--- config.mk ---
export PLATFORM = sky130hd
export DESIGN_NAME = prize_spawner
export DESIGN_NICKNAME = d
export VERILOG_FILES = /design/src/rtl/prize_spawner.sv
export SDC_FILE = /design/constraint.sdc
export NUM_CORES = 1
export LEC_CHECK = 0
export BUFFER_PORTS_ARGS = -buffer_cell sky130_fd_sc_hd__buf_2
export CORE_MARGIN = 2
export CORE_UTILIZATION = 40
export CTS_CLUSTER_SIZE = 16
export DETAILED_ROUTE_END_ITERATION = 10
export SYNTH_ARGS = -nofsm -noshare
export SYNTH_HDL_FRONTEND = slang
export SYNTH_SLANG_ARGS = --single-unit
--- constraint.sdc ---
create_clock -name clk -period 5.7 [get_ports clk]
set_input_delay 0.57 -clock clk [delete_from_list [all_inputs] [get_ports clk]]
set_output_delay 0.57 -clock clk [all_outputs]
set_load 0.02 [all_outputs]
--- src/rtl/prize_spawner.sv ---
// prize_spawner: turns a 10-bit random stream into on-screen prize
// placements, with rejection sampling, a lifetime timer and a cooldown.
module prize_spawner #(
    parameter int SCREEN_W        = 640,
    parameter int SCREEN_H        = 480,
    parameter int PRIZE_W         = 32,
    parameter int PRIZE_H         = 32,
    parameter int LIFETIME_FRAMES = 300,
    parameter int COOLDOWN_FRAMES = 60,
    parameter int MAX_RETRY       = 4
) (
    input  logic        clk,
    input  logic        resetN,
    input  logic        startOfFrame,
    input  logic        enable,
    input  logic        rand_valid,
    input  logic [9:0]  rand_value,
    input  logic        collected,
    output logic        rand_req,
    output logic        prize_active,
    output logic [10:0] topLeftX,
    output logic [10:0] topLeftY,
    output logic        prize_taken,
    output logic [7:0]  spawn_count
);
    localparam logic [10:0] MAX_X = 11'(SCREEN_W - PRIZE_W);
    localparam logic [10:0] MAX_Y = 11'(SCREEN_H - PRIZE_H);
    localparam int FMAX = (LIFETIME_FRAMES > COOLDOWN_FRAMES) ?
                          LIFETIME_FRAMES : COOLDOWN_FRAMES;
    localparam int FW = $clog2(FMAX + 1);
    localparam int RW = $clog2(MAX_RETRY + 1);
    localparam logic [FW-1:0] LIFE_LAST  = FW'(LIFETIME_FRAMES - 1);
    localparam logic [FW-1:0] COOL_LAST  = FW'(COOLDOWN_FRAMES - 1);
    localparam logic [RW-1:0] RETRY_LAST = RW'(MAX_RETRY - 1);

    typedef enum logic [2:0] {
        IDLE,
        REQ_X,
        REQ_Y,
        ACTIVE,
        COOLDOWN
    } state_t;

    state_t        state;
    logic [FW-1:0] frame_cnt;
    logic [RW-1:0] retry;
    logic [10:0]   x_hold;
    logic [10:0]   val_ext;
    logic          grant;
    logic          last_try;

    assign val_ext  = {1'b0, rand_value};
    assign grant    = rand_req && rand_valid;
    assign last_try = (retry == RETRY_LAST);

    always_ff @(posedge clk or negedge resetN) begin
        if (!resetN) begin
            state        <= IDLE;
            frame_cnt    <= '0;
            retry        <= '0;
            x_hold       <= '0;
            rand_req     <= 1'b0;
            prize_active <= 1'b0;
            topLeftX     <= '0;
            topLeftY     <= '0;
            prize_taken  <= 1'b0;
            spawn_count  <= '0;
        end else begin
            prize_taken <= 1'b0;
            if (!enable) begin
                state        <= IDLE;
                rand_req     <= 1'b0;
                prize_active <= 1'b0;
                retry        <= '0;
                frame_cnt    <= '0;
            end else begin
                unique case (state)
                    IDLE: begin
                        state <= REQ_X;
                        retry <= '0;
                    end
                    REQ_X: begin
                        if (grant) begin
                            rand_req <= 1'b0;
                            if (val_ext <= MAX_X) begin
                                x_hold <= val_ext;
                                retry  <= '0;
                                state  <= REQ_Y;
                            end else if (last_try) begin
                                x_hold <= {2'b00, rand_value[9:1]};
                                retry  <= '0;
                                state  <= REQ_Y;
                            end else begin
                                retry <= retry + RW'(1);
                            end
                        end else begin
                            rand_req <= 1'b1;
                        end
                    end
                    REQ_Y: begin
                        if (grant) begin
                            rand_req <= 1'b0;
                            if (val_ext <= MAX_Y || last_try) begin
                                topLeftY <= (val_ext <= MAX_Y) ? val_ext :
                                            {3'b000, rand_value[9:2]};
                                topLeftX     <= x_hold;
                                prize_active <= 1'b1;
                                spawn_count  <= spawn_count + 8'd1;
                                frame_cnt    <= '0;
                                retry        <= '0;
                                state        <= ACTIVE;
                            end else begin
                                retry <= retry + RW'(1);
                            end
                        end else begin
                            rand_req <= 1'b1;
                        end
                    end
                    ACTIVE: begin
                        // collection outranks expiry on the final frame
                        if (collected) begin
                            prize_taken  <= 1'b1;
                            prize_active <= 1'b0;
                            frame_cnt    <= '0;
                            state        <= COOLDOWN;
                        end else if (startOfFrame) begin
                            if (frame_cnt == LIFE_LAST) begin
                                prize_active <= 1'b0;
                                frame_cnt    <= '0;
                                state        <= COOLDOWN;
                            end else begin
                                frame_cnt <= frame_cnt + FW'(1);
                            end
                        end
                    end
                    COOLDOWN: begin
                        if (startOfFrame) begin
                            if (frame_cnt == COOL_LAST) begin
                                frame_cnt <= '0;
                                retry     <= '0;
                                state     <= REQ_X;
                            end else begin
                                frame_cnt <= frame_cnt + FW'(1);
                            end
                        end
                    end
                    default: state <= IDLE;
                endcase
            end
        end
    end
endmodule

==> metrics.md, run 1 <==
| Metric | Value |
|---|---|
| Sw Share | 36.6% |
| Setup Buffers After CTS | 0 |
| Fmax | 370 MHz |
| Synth Register Bits | 56 |
| Critical-path maximum fanout | 34 |
| Max-cap check violation count | 0 |
| Hold Path Class | in -> async |
| Combinational power share | 30.3% |
| Most common cell on crit path | ha_1 |
| Die Width | 89.3 um |
| Synth async-reset ratio | 100% |
| DR vias/cell | 5.19 |
| Place WS | 2.86 ns |
| Cts hold-fix bufs | 0 |
| CTS max path bufs | 2 |
| Final setup TNS | 0 ns |
| Gr ovfl total | 0 |
| Ys Warns | 0 |
| Fin crit period | 2.71 ns |
| CP endpoint kind | flop |
| Core area | 7140 sq um |
| Synth area leaders | dfrtp_1, nand2_1, mux2i_1 |
| DRT iter0 DRCs | 108 |
| Power share of the sequential group | 49.7% |
| Post-synth cell types | 51 |
| Final hold violations | 0 |
| Syn Inst Count | 299 |
| Row count | 31 |
| P_sw | 0.407 mW |
| Critical Path RT | 5.90 ns |
| Synth-to-Final Area Change | 13.8% |
| PortBufs | 46 |
| Slew HR | 25.7% |
| EDFF count, synth | 0 |
| Tcrit/Tclk final | 47.5% |
| Num CTS Buffers | 5 |
| Post-CTS sizing | 0 |
| Crit path max-delay family | simple AND/OR/NAND/NOR gates |
| CTS root buf | clkbuf_8 |
| Final wirelength | 5960 um |
| Clock transition at path regs | 0.11 ns |
| Leak pwr | 1.71 nW |
| Critical Path Start Type | flop |
| Actual slew at the worst max-slew pin | 1.11 ns |
| DIE AREA | 7970 sq um |
| Initial core utilization | 40.8% |
| Final WS setup | 2.99 ns |
| CP Class | reg -> reg |
| Routed len/inst | 13.6 um |
| RePlAce Congestion | 0.865 |
| Top Ports | 49 |
| Antenna violations before repair | 0 |
| Vert. Die Dim | 89.3 um |
| Setup Viol. Count Final | 0 |
| Clock share of power | 20.0% |
| Arrival @ worst endpoint | 2.91 ns |
| First-pass GRT wire length | 9860 um |
| CP Cell Sequence | ha_1 -> ha_1 -> a211oi_1 -> or3_1 -> nor3_1 -> xor2_1 |
| Share of post-route cells with drive strength above 1 | 20.2% |
| Netlist Area Pre-Place | 2910 sq um |
| Worst IR Drop VDD | 0.000186 V |
| Skew-Pair Late Insertion Delay | 0.31 ns |
| TritonCTS clock tree | built |
| DR pass1 iterations | 4 |
| Post-DP HPWL | 4270 um |
| GRT Total Usage | 15.9% |
| Final nets | 361 |
| Vias in the first global route | 2078 |
| Share of the synthesized area in the top cell type | 48.2% |
| Avg Cell Area, Syn | 9.73 sq um |
| Status | finished clean |
| Slew Limit Fails | 0 |
| Antenna Violating Nets Remaining | 0 |
| CP max-delay cell | or3_1 |
| H-tree level count | 2 |
| Most area-hungry cell type in the Yosys netlist | dfrtp_1 |
| Pin count of the biggest net entering global routing | 57 |
| Final Skew | 0.0103 ns |
| DRC viols | 0 |
| Most used flip-flop cell after synthesis | dfrtp_1 |
| CTS sink count | 56 |
| Critical path buffers and inverters | 0 |
| Via count | 2283 |
| Internal Power | 0.706 mW |
| Pwr/cell area | 336 nW/um^2 |
| Ant diodes | 0 |
| Unrepaired setup endpoints after global routing | no |
| Crit-path max cell delay | 0.91 ns |
| Sequential-to-total area share from yosys stat | 48.2% |
Yosys cell counts (all sizes together) (2+ instances only):
master	n
xnor2	5
o21ai	29
nand3b	2
inv	6
nor4	5
a21o	4
mux2	2
and2	4
and3	8
or3	2
nand3	7
nor2b	9
nor2	11
ha	5
clkbuf	8
nor3b	3
xor2	2
o31ai	2
buf	8
nor3	4
a22o	8
nand2	64
nand4bb	3
o22ai	5
a21oi	5
a211o	2
nand4	2
mux2i	12
dfrtp	56
worst paths after layout:
kind                                       start                          to  cells past startpoint  slack, ns
setup / recovery            retry[0]$_DFFE_PN0P_  spawn_count[5]$_DFFE_PN0P_                      6       2.99
hold / removal                            resetN  spawn_count[7]$_DFFE_PN0P_                      2       0.37
setup reg to reg            retry[0]$_DFFE_PN0P_  spawn_count[5]$_DFFE_PN0P_                      6       2.99
hold reg to reg            x_hold[9]$_DFFE_PN0P_     topLeftX[9]$_DFFE_PN0P_                      2       0.47
max in group asynchronous                 resetN        retry[0]$_DFFE_PN0P_                      2       4.84
min in group clk           x_hold[9]$_DFFE_PN0P_     topLeftX[9]$_DFFE_PN0P_                      2       0.47
cells in the final DEF, fill, tap and decap left out, drive strengths merged, types with 2 or more instances in the layout:
cell type / synthesis / routed
buf: 8 / 49
clkbuf: 8 / 5
mux2i: 12 / 12
a22o: 8 / 8
a21oi: 5 / 5
xnor2: 5 / 5
inv: 6 / 7
and3: 8 / 8
nor4: 5 / 5
nor3b: 3 / 3
nand3: 7 / 7
nand3b: 2 / 2
a211o: 2 / 2
clkinv: 0 / 2
conb: 1 / 2
ha: 5 / 5
nand4: 2 / 2
mux2: 2 / 2
nand2: 64 / 64
xor2: 2 / 2
dfrtp: 56 / 56
a21o: 4 / 4
or3: 2 / 2
o22ai: 5 / 5
o21ai: 29 / 29
nor2b: 9 / 9
and2: 4 / 4
nor2: 11 / 11
nand4bb: 3 / 3
nor3: 4 / 4
o31ai: 2 / 2
per-layer routing:
metal,vias to the layer above,wire (um),GRT usage (%)
met2,48,2620,24.7
met5,-,0,0
li1,1132,-,-
met4,0,91,4.61
met1,1094,3000,22.4
met3,9,252,3.51
state kept, by name, summed over array words and instances, names as in the netlist:
signal / flops
x_hold: 10
rand_req: 1
state: 3
prize_taken: 1
spawn_count: 8
retry: 3
frame_cnt: 9
topLeftY: 10
prize_active: 1
topLeftX: 10
final cells by class:
type	instances	area, sq um
sequential	56	1400
fill	699	3820
clock inverter	3	22.5
tap	99	124
multi-input combinational	222	1420
inverter	6	22.5
timing repair buffer	49	253
clock buffer	5	68.8
metrics by stage:
stage | util, % | power [mW] | hold WS (ns) | instances | cell area [sq um]
floorplan | - | 0.793 | 0.274 | 300 | 2910
global placement | 45.1 | 0.895 | 0.449 | 432 | 3220
detailed placement | 45.1 | 0.901 | 0.452 | 432 | 3220
CTS | 46.4 | 1.13 | 0.413 | 440 | 3310
global route | 46.4 | 1.20 | 0.449 | 440 | 3310
finish | 46.4 | 1.11 | 0.369 | 440 | 3310
power groups by stage:
stage,registers (mW),logic (mW),clock network (mW)
6_report,0.553,0.337,0.223
5_1_grt,0.565,0.380,0.251
2_1_floorplan,0.588,0.205,0
4_1_cts,0.552,0.341,0.234
3_5_place_dp,0.560,0.341,0
3_3_place_gp,0.560,0.335,0
worst reg2reg max path: stages (launching register included):
cell	delay, ns
dfrtp_1	0.40
ha_1	0.22
ha_1	0.26
a211oi_1	0.42
or3_1	0.91
nor3_1	0.19
xor2_1	0.19
cells by family (layout without fill, tap and decap cells):
kind of cell | Yosys count | after routing | share of synthesized area [%]
adders and majority gates | 5 | 5 | 2.15
xor gates and xnor gates | 7 | 7 | 2.11
buffers and inverters | 22 | 63 | 3.31
and+or+nand+nor | 129 | 129 | 23.6
DFF | 56 | 56 | 48.2
other | 1 | 2 | 0.129
AOI/OAI and AO/OA | 65 | 65 | 15.6
muxes | 14 | 14 | 4.90
(Power assumes the default switching activity.)
==> run 2, diff against run 1 <==
==> constraint.sdc (replaced) <==
create_clock -name clk -period 2.79 [get_ports clk]
set_input_delay 0.279 -clock clk [delete_from_list [all_inputs] [get_ports clk]]
set_output_delay 0.279 -clock clk [all_outputs]
set_load 0.02 [all_outputs]
==> metrics.md, run 2 (synthesized netlist as in run 1, its figures left out) <==
| Metric | Value |
|---|---|
| Setup Viol. Count Final | 0 |
| DR pass1 iterations | 4 |
| Fin Hold WS | 0.0190 ns |
| Arrival @ worst endpoint | 2.52 ns |
| Critical Path RT | 3.02 ns |
| Combinational power share | 32.1% |
| Vias in the first global route | 2217 |
| Clock share of power | 19.1% |
| Fin cells | 445 |
| PortBufs | 46 |
| Power share of the sequential group | 48.7% |
| GRT Max-Usage Layer | met2 |
| P_sw | 0.825 mW |
| Total power | 2.29 mW |
| TritonCTS clock tree | built |
| Final WS setup | 0.504 ns |
| Global routing usage on met1 | 23.4% |
| Core area | 7140 sq um |
| CP Class | reg -> reg |
| Share of post-route cells with drive strength above 1 | 20.8% |
| Tcrit/Tclk final | 81.9% |
| Layout Utilization | 46.9% |
| Post-CTS sizing | 0 |
| Top Ports | 49 |
| Reg2reg setup slack | 0.50 ns |
| Max-cap check violation count | 0 |
| Setup Buffers After CTS | 0 |
| Worst Reg-to-Reg Cells | 7 |
| Design Area, Final | 3340 sq um |
| Unrepaired setup endpoints after global routing | no |
| H-tree level count | 2 |
| DR vias/cell | 5.29 |
| CTS max path bufs | 2 |
| Via count | 2353 |
| Critical-path maximum fanout | 26 |
| Ant diodes | 0 |
| Hold Path Class | in -> async |
| Skew-Pair Late Insertion Delay | 0.31 ns |
| Final Skew | 0.0131 ns |
| Sw Share | 36.1% |
| Synth-to-Final Area Change | 14.9% |
| Num CTS Buffers | 5 |
| DIE AREA | 7970 sq um |
| Actual slew at the worst max-slew pin | 0.735 ns |
| Final hold violations | 0 |
| Dpl cell area | 3260 sq um |
| Cts hold-fix bufs | 0 |
| FF-to-FF Start | retry[0]$_DFFE_PN0P_ |
| Final nets | 366 |
| Fin crit period | 2.29 ns |
| Worst IR Drop VDD | 0.000312 V |
| Pin count of the biggest net entering global routing | 34 |
| Final wirelength | 6360 um |
| Biggest regs | topLeftX: 10 flops, topLeftY: 10 flops, x_hold: 10 flops |
| RePlAce Congestion | 0.784 |
| Row count | 31 |
| Placed Cells | 437 |
| CTS root buf | clkbuf_8 |
| Met2 usage | 28.0% |
| RR Endpoint | topLeftY[6]$_DFFE_PN0P_ |
| Commonest non-fill, non-tap cells in the layout | nand2_1, dfrtp_1, buf_2, o21ai_0, mux2i_1 |
| Status | finished clean |
| Internal Power | 1.46 mW |
| Gr ovfl total | 0 |
| Post-DP HPWL | 4750 um |
| Pwr/cell area | 684 nW/um^2 |
| Leak pwr | 1.73 nW |
| Antenna violations before repair | 0 |
| Routed len/inst | 14.3 um |
| DRC viols | 0 |
| Critical Path Start Type | flop |
| Vert. Die Dim | 89.3 um |
| First-pass GRT wire length | 10700 um |
| Die Width | 89.3 um |
| Final setup TNS | 0 ns |
| Slew HR | 51.0% |
| CP endpoint kind | flop |
| Leading cell type in the layout, fill and taps excluded | nand2_1 |
| Slew Limit Fails | 0 |
| GR Util met3 | 3.32% |
| Fmax | 438 MHz |
| Place WS | 0.501 ns |
| Antenna Violating Nets Remaining | 0 |
| CTS sink count | 56 |
| DRT iter0 DRCs | 115 |
| GRT Total Usage | 17.2% |
| Initial core utilization | 40.8% |
| Clock transition at path regs | 0.10 ns |
-- run 2: layer usage --
layer / wire length [um] / vias to the layer above
met2: 3050 / 46
met4: 85 / 0
met1: 2960 / 1154
met3: 263 / 9
li1: - / 1144
met5: 0 / -
-- run 2: layout make-up --
type	count	area (sq um)
clock buffer	7	76.3
clock inverter	1	8.76
fill	742	3790
inverter	6	22.5
multi-input combinational	222	1420
sequential	56	1400
tap	99	124
timing repair buffer	54	290
-- run 2: worst max-delay path: stages (launching register included) --
cell,delay [ns]
dfrtp_1,0.40
ha_1,0.22
ha_1,0.26
a211oi_1,0.43
or3_1,0.40
buf_4,0.33
nand2_1,0.08
o21ai_1,0.08
-- run 2: power groups by stage --
| stage | registers (mW) | clock network (mW) | logic, mW |
|---|---|---|---|
| after detailed placement | 1.13 | 0 | 0.742 |
| after global routing | 1.14 | 0.493 | 0.832 |
| after floorplan | 1.20 | 0 | 0.418 |
| after CTS | 1.11 | 0.456 | 0.744 |
| final | 1.11 | 0.437 | 0.735 |
| after global placement | 1.13 | 0 | 0.726 |
-- run 2: worst max path at each step --
stage,start,end,slack [ns],cells past startpoint
2_1_floorplan,state[0]$_DFFE_PN0P_,frame_cnt[0]$_DFFE_PN0P_,0.92,5
3_3_place_gp,retry[0]$_DFFE_PN0P_,topLeftY[6]$_DFFE_PN0P_,0.57,6
3_5_place_dp,retry[0]$_DFFE_PN0P_,topLeftY[6]$_DFFE_PN0P_,0.50,6
4_1_cts,retry[0]$_DFFE_PN0P_,topLeftY[6]$_DFFE_PN0P_,0.49,7
5_1_grt,retry[0]$_DFFE_PN0P_,topLeftY[3]$_DFFE_PN0P_,0.34,7
6_report,retry[0]$_DFFE_PN0P_,topLeftY[6]$_DFFE_PN0P_,0.50,7
